--- config.mk ---
export PLATFORM = sky130hd
export DESIGN_NAME = mode_input_conditioner
export DESIGN_NICKNAME = d
export VERILOG_FILES = /design/src/rtl/types_pkg.sv /design/src/rtl/mode_input_conditioner_btn_debounce.sv /design/src/rtl/mode_input_conditioner_chk.sv /design/src/rtl/mode_input_conditioner.sv
export SDC_FILE = /design/constraint.sdc
export NUM_CORES = 1
export LEC_CHECK = 0
export ABC_AREA = 1
export ABC_CLOCK_PERIOD_IN_PS = 1400
export CORE_UTILIZATION = 40
export CTS_BUF_LIST = sky130_fd_sc_hd__clkbuf_4 sky130_fd_sc_hd__clkbuf_8 sky130_fd_sc_hd__clkbuf_16
export DETAILED_ROUTE_END_ITERATION = 7
export DONT_BUFFER_PORTS = 1
export HOLD_SLACK_MARGIN = 0.02
export PLACE_DENSITY = 0.53
export SLEW_MARGIN = 10
export SYNTH_ARGS = -nofsm -noshare
export SYNTH_HDL_FRONTEND = slang
export SYNTH_SLANG_ARGS = --single-unit
--- constraint.sdc ---
create_clock -name clk -period 1.4 [get_ports clk]
set_input_delay 0.14 -clock clk [delete_from_list [all_inputs] [get_ports clk]]
set_output_delay 0.14 -clock clk [all_outputs]
set_load 0.02 [all_outputs]
--- src/rtl/types_pkg.sv ---
// Shared datapath types for the calculator pipeline: switch word and operation modes,
// plus wrap-around stepping helpers reused by every stage that walks the mode list.
package types_pkg;

  typedef logic [15:0] word_t;

  typedef enum logic [2:0] {
    ADD  = 3'd0,
    SUB  = 3'd1,
    LAND = 3'd2,
    LOR  = 3'd3,
    LXOR = 3'd4,
    SLT  = 3'd5
  } opr_mode_t;

  localparam opr_mode_t OPR_MODE_FIRST = ADD;
  localparam opr_mode_t OPR_MODE_LAST  = SLT;

  // Successor in declaration order; the last mode wraps to the first, and any
  // unexpected encoding recovers to the first mode.
  function automatic opr_mode_t opr_mode_next(input opr_mode_t m);
    opr_mode_t r;
    case (m)
      ADD:     r = SUB;
      SUB:     r = LAND;
      LAND:    r = LOR;
      LOR:     r = LXOR;
      LXOR:    r = SLT;
      SLT:     r = ADD;
      default: r = OPR_MODE_FIRST;
    endcase
    return r;
  endfunction

  // Predecessor in declaration order; the first mode wraps to the last.
  function automatic opr_mode_t opr_mode_prev(input opr_mode_t m);
    opr_mode_t r;
    case (m)
      ADD:     r = SLT;
      SUB:     r = ADD;
      LAND:    r = SUB;
      LOR:     r = LAND;
      LXOR:    r = LOR;
      SLT:     r = LXOR;
      default: r = OPR_MODE_FIRST;
    endcase
    return r;
  endfunction

endpackage

--- src/rtl/mode_input_conditioner_btn_debounce.sv ---
// Push-button front end: synchronizer chain followed by a counting debouncer that
// emits a one-cycle pulse on each accepted press (release is silent).
module btn_debounce #(
  parameter int SYNC_STAGES = 2,
  parameter int DB_CYCLES   = 1_000_000
) (
  input  logic clk,
  input  logic rst_n,
  input  logic btn,
  output logic db,
  output logic rise
);

  localparam int CNT_W = (DB_CYCLES > 1) ? $clog2(DB_CYCLES) : 1;
  localparam logic [CNT_W-1:0] CNT_LAST = CNT_W'(DB_CYCLES - 1);

  logic [SYNC_STAGES-1:0] sync_r;
  logic [CNT_W-1:0]       cnt_r;
  logic [CNT_W-1:0]       cnt_nxt_s;
  logic                   db_r;
  logic                   db_nxt_s;
  logic                   rise_r;
  logic                   rise_nxt_s;
  logic                   btn_s;

  // Shift the raw level into the clock domain.
  always_ff @(posedge clk or negedge rst_n) begin
    if (!rst_n) begin
      sync_r <= '0;
    end else begin
      sync_r <= {sync_r[SYNC_STAGES-2:0], btn};
    end
  end

  assign btn_s = sync_r[SYNC_STAGES-1];

  // Count consecutive disagreeing cycles; accept the new level on the last one.
  always_comb begin
    cnt_nxt_s  = cnt_r;
    db_nxt_s   = db_r;
    rise_nxt_s = 1'b0;
    if (btn_s == db_r) begin
      cnt_nxt_s = '0;
    end else if (cnt_r == CNT_LAST) begin
      cnt_nxt_s  = '0;
      db_nxt_s   = btn_s;
      rise_nxt_s = btn_s;
    end else begin
      cnt_nxt_s = cnt_r + CNT_W'(1);
    end
  end

  // Debounce state and press pulse registers.
  always_ff @(posedge clk or negedge rst_n) begin
    if (!rst_n) begin
      cnt_r  <= '0;
      db_r   <= 1'b0;
      rise_r <= 1'b0;
    end else begin
      cnt_r  <= cnt_nxt_s;
      db_r   <= db_nxt_s;
      rise_r <= rise_nxt_s;
    end
  end

  assign db   = db_r;
  assign rise = rise_r;

endmodule

--- src/rtl/mode_input_conditioner_chk.sv ---
// Runtime checks on the conditioner outputs: the selector stays a legal mode and
// every change pulse coincides with an actual selector update.
module mode_input_conditioner_chk
  import types_pkg::*;
(
  input logic      clk,
  input logic      rst_n,
  input opr_mode_t SELECTOR,
  input logic      MODE_CHANGED
);

  a_selector_legal : assert property (@(posedge clk) disable iff (!rst_n)
    SELECTOR inside {ADD, SUB, LAND, LOR, LXOR, SLT});

  a_change_means_update : assert property (@(posedge clk) disable iff (!rst_n)
    MODE_CHANGED |-> (SELECTOR != $past(SELECTOR)));

endmodule

--- src/rtl/mode_input_conditioner.sv ---
// Board input front end: synchronizes the switch bank and turns debounced next/prev
// button presses into registered steps through the operation modes.
module mode_input_conditioner
  import types_pkg::*;
#(
  parameter int SYNC_STAGES = 2,
  parameter int DB_CYCLES   = 1_000_000
) (
  input  logic      clk,
  input  logic      rst_n,
  input  logic      BTN_NEXT,
  input  logic      BTN_PREV,
  input  word_t     SW_IN,
  output opr_mode_t SELECTOR,
  output word_t     SW,
  output logic      MODE_CHANGED
);

  word_t     sw_sync_r [SYNC_STAGES];
  opr_mode_t sel_r;
  opr_mode_t sel_nxt_s;
  logic      chg_r;
  logic      chg_nxt_s;
  logic      next_rise_s;
  logic      prev_rise_s;
  logic      next_db_s;
  logic      prev_db_s;
  logic      unused_db_s;

  btn_debounce #(
    .SYNC_STAGES (SYNC_STAGES),
    .DB_CYCLES   (DB_CYCLES)
  ) u_db_next (
    .clk   (clk),
    .rst_n (rst_n),
    .btn   (BTN_NEXT),
    .db    (next_db_s),
    .rise  (next_rise_s)
  );

  btn_debounce #(
    .SYNC_STAGES (SYNC_STAGES),
    .DB_CYCLES   (DB_CYCLES)
  ) u_db_prev (
    .clk   (clk),
    .rst_n (rst_n),
    .btn   (BTN_PREV),
    .db    (prev_db_s),
    .rise  (prev_rise_s)
  );

  // Debounced levels are only consumed as press pulses here.
  assign unused_db_s = next_db_s ^ prev_db_s;

  // Per-bit switch synchronizer; switches are level-only so no debounce.
  always_ff @(posedge clk or negedge rst_n) begin
    if (!rst_n) begin
      for (int i = 0; i < SYNC_STAGES; i++) begin
        sw_sync_r[i] <= '0;
      end
    end else begin
      sw_sync_r[0] <= SW_IN;
      for (int i = 1; i < SYNC_STAGES; i++) begin
        sw_sync_r[i] <= sw_sync_r[i-1];
      end
    end
  end

  // Step selection; simultaneous presses cancel.
  always_comb begin
    sel_nxt_s = sel_r;
    chg_nxt_s = 1'b0;
    case ({next_rise_s, prev_rise_s})
      2'b10: begin
        sel_nxt_s = opr_mode_next(sel_r);
        chg_nxt_s = 1'b1;
      end
      2'b01: begin
        sel_nxt_s = opr_mode_prev(sel_r);
        chg_nxt_s = 1'b1;
      end
      default: begin
        sel_nxt_s = sel_r;
        chg_nxt_s = 1'b0;
      end
    endcase
  end

  // Mode register and its change strobe update together.
  always_ff @(posedge clk or negedge rst_n) begin
    if (!rst_n) begin
      sel_r <= OPR_MODE_FIRST;
      chg_r <= 1'b0;
    end else begin
      sel_r <= sel_nxt_s;
      chg_r <= chg_nxt_s;
    end
  end

  assign SELECTOR     = sel_r;
  assign SW           = sw_sync_r[SYNC_STAGES-1];
  assign MODE_CHANGED = chg_r;

  mode_input_conditioner_chk u_chk (
    .clk          (clk),
    .rst_n        (rst_n),
    .SELECTOR     (sel_r),
    .MODE_CHANGED (chg_r)
  );

endmodule

==> results_dict.tcl <==
set metrics [dict create \
    coreArea_sq_mm 0.008848 \
    drtAntennaViolNets 0 \
    path_class "reg2reg" \
    synth_warnings 0 \
    holdWs_ns -0.5357 \
    num_rows 34 \
    antenna_found_initial 0 \
    drt_wl_total_um 6920 \
    dp.cells 503 \
    synthFlopType "dfrtp_1" \
    r2r_setup_slack_ns 0.03 \
    dpl.hpwl_um 4713 \
    initial_core_util_pct 41.76 \
    post-route-min-period_ns 1.373 \
    port-buffer-count 0 \
    vias_per_cell 4.675 \
    max-vdd-ir-drop_uv 626.3 \
    outcome "finished with violations" \
    drive_gt1_share_pct 20.05 \
    final-hold-violation-count 84 \
    cp-end-kind "flip-flop" \
    rsz0062_at_grt "yes" \
    drtPass1Iterations 6 \
    ys_ff_latch 84 \
    cap_violations 0 \
    die_y_um 98.11 \
    vias 2534 \
    clk_latency_ns 0.36 \
    slew_headroom_pct 77.98 \
    max_freq_mhz 728.2 \
    finalPower_mw 4.414 \
    yosysUniqueCellTypes 26 \
    synthesis.instances 395 \
    clockBufferDepth 2 \
    p_leak_nw 2.013 \
    mappedNetlistArea_sq_mm 0.003695 \
    grt_pass1_wl_um 11630 \
    grt_use_total_pct 15.46 \
    cpPeakStageDelay_ns 0.40 \
    gr-usage-met1_pct 19.78 \
    cts.sink_count 84 \
    gp_routability_congestion 0.8373 \
    grt_max_degree 85 \
    nNetsFinal 452 \
    arrival_ns 1.62 \
    grt_most_used_layer "met2" \
    n_antenna_cell 0 \
    cpMostUsedCell "nor2_4" \
    root_buffer "clkbuf_8" \
    tightest_slew_ns 0.3292 \
    critPathSlowestCell "dfrtp_1" \
    avgSynthCellArea_sq_um 9.354 \
    violations "DRC, hold timing" \
    drt_iter0_drc 71 \
    routedWlPerCell_um 12.77 \
    finalSetupTns_ns 0 \
    hold_class "in2async" \
    reg2reg_to "u_db_next.cnt_r[12]$_DFF_PN0_" \
    grtUsageMet3_pct 4.510 \
    yosysSeqAreaShare_pct 56.89 \
    report.final.slew_viol_count 0 \
    syn_nets 418 \
    hold_buffers 18 \
    num-fill-cells 809 \
    drc 1 \
    reg2reg_from "u_db_next.cnt_r[0]$_DFF_PN0_" \
    cts-buffers-inserted 9 \
    synth-edff-count 0 \
    area_growth_pct 18.83 \
    grt_util_met2_pct 25.19 \
    setup_viol 0 \
    critPathLaunchType "flip-flop" \
    cts_tree "built" \
    crit_chain "ha_4, nand2_4, nor2_4, nand3_2, nor2_4, xor2_1, nor2_1" \
    rr_worst_depth 7 \
    dieArea_sq_mm 0.009626 \
    utilization_pct 49.62 \
    final_cells 542 \
    fin_skew_ns 0.01304 \
    first_global_vias 2542 \
    final.period_utilization_pct 98.09 \
    cts_max_level 3 \
    grt_overflow 0 \
    clk_pin_slew_ns 0.10 \
    power_density_mw_per_mm2 1005 \
    io_pins 40 \
    required_ns 1.64 \
    die_w_um 98.11 \
    async_flop_share_pct 100.0 \
    crit_fanout 3 \
]
-- where the power goes --
group	leakage (nW)	switching, mW	internal (mW)
registers	1.08	0.0645	2.49
logic	0.829	0.0626	0.0811
clock network	0.101	1.01	0.707
-- area by class of cell --
type                            instances  area [sq um]  share of cell area [%]
Multi-Input combinational cell        251          1423                   32.40
Sequential cell                        84          2105                   47.93
Timing Repair Buffer                   39         362.8                   8.264
Clock inverter                          7         73.82                   1.681
Tap cell                              108         135.1                   3.078
Inverter                               44         167.7                   3.819
Clock buffer                            9         123.9                   2.821
-- through the flow --
step | worst slack [ns] | cell area [sq um]
floorplan | 0.03633 | 3695
global placement | 0.003245 | 3855
detailed placement | -0.04161 | 3855
CTS | -0.005913 | 4269
global route | -0.05916 | 4390
finish | 0.02670 | 4390
-- layer usage --
layer	vias to the layer above	part of all wire (%)
li1	1288	-
met1	1201	48
met2	36	47
met3	9	3.3
met4	0	1.1
met5	-	0
-- worst max-delay path by stage --
stage / start / endpoint / slack (ns)
2_1_floorplan: u_db_prev.cnt_r[0]$_DFF_PN0_ / u_db_prev.cnt_r[19]$_DFF_PN0_ / 0.04
3_3_place_gp: u_db_next.cnt_r[0]$_DFF_PN0_ / u_db_next.cnt_r[12]$_DFF_PN0_ / 0.003
3_5_place_dp: u_db_next.cnt_r[0]$_DFF_PN0_ / u_db_next.cnt_r[12]$_DFF_PN0_ / -0.04
4_1_cts: u_db_prev.cnt_r[0]$_DFF_PN0_ / u_db_prev.cnt_r[18]$_DFF_PN0_ / -0.006
5_1_grt: u_db_next.cnt_r[1]$_DFF_PN0_ / u_db_next.cnt_r[5]$_DFF_PN0_ / -0.06
6_report: u_db_next.cnt_r[0]$_DFF_PN0_ / u_db_next.cnt_r[12]$_DFF_PN0_ / 0.03
-- cells by family after synthesis --
family	synth area share [%]
AND/OR/NAND/NOR	27.36
XOR/XNOR	4.504
adder cells (fa/ha/maj)	1.016
flip-flops	56.89
AO/OA/AOI/OAI	2.506
buffers and inverters	7.721
-- synth_stat cells (2+ instances only) --
cell type  instances  share of area [%]
xnor2_1            3               0.71
ha_1               3                1.0
nor2_2            10                1.7
nor2_1            76                7.7
nand3b_1           2               0.41
nand2_1           68                6.9
nor3_2             3               0.81
nand3_1           20                2.7
nor3_1             8                1.1
nand2_2            7                1.2
dfrtp_1           84                 57
nor3b_1            3               0.61
xor2_1            16                3.8
a21oi_1            7               0.95
buf_4             16                3.3
nor2_4             3               0.91
inv_1             39                4.0
inv_2              5               0.51
o211ai_1           2               0.41
o21ai_0            7               0.95
nand3_2            5                1.4
nand4_1            4               0.68
-- registers in the layout (all words and copies together) (netlist names) --
| register | count |
|---|---|
| u_db_prev.rise | 1 |
| u_db_next.rise | 1 |
| u_db_prev.cnt_r | 20 |
| u_db_next.sync_r | 2 |
| SELECTOR | 3 |
| u_db_prev.sync_r | 2 |
| SW | 16 |
| sw_sync_r | 16 |
| MODE_CHANGED | 1 |
| u_db_prev.db | 1 |
| u_db_next.cnt_r | 20 |
| u_db_next.db | 1 |
-- critical path: cells and delay by family (launching register included) --
| family | cells | cell delay [ns] |
|---|---|---|
| simple gates | 5 | 0.54 |
| flops | 1 | 0.40 |
| fa+ha+maj | 1 | 0.16 |
| xor+xnor | 1 | 0.16 |
-- placed cells by master, fill, tap and decap left out, types with 4 or more instances in the layout --
| cell | synthesis | final |
|---|---|---|
| nand2_4 | 1 | 6 |
| xor2_1 | 16 | 16 |
| nand3_2 | 5 | 6 |
| nor3_1 | 8 | 6 |
| o21ai_0 | 7 | 7 |
| inv_2 | 5 | 4 |
| a21oi_1 | 7 | 6 |
| nand2_1 | 68 | 67 |
| dlygate4sd3_1 | 0 | 18 |
| inv_1 | 39 | 39 |
| nand3_1 | 20 | 19 |
| nor2_1 | 76 | 71 |
| nor3_2 | 3 | 4 |
| nor2_2 | 10 | 8 |
| nor2_4 | 3 | 10 |
| nand4_1 | 4 | 4 |
| dfrtp_1 | 84 | 82 |
| clkbuf_8 | 0 | 9 |
| buf_4 | 16 | 19 |
-- timing repair --
item | 4_1_cts | 5_1_grt
buffers inserted | 2 | 3
resized for setup | 4 | 25
hold endpoints to repair | 102 | 84
setup endpoints to repair | 13 | 32
pin swaps | 0 | 13
Note: power is estimated with default switching activity, not from simulation.
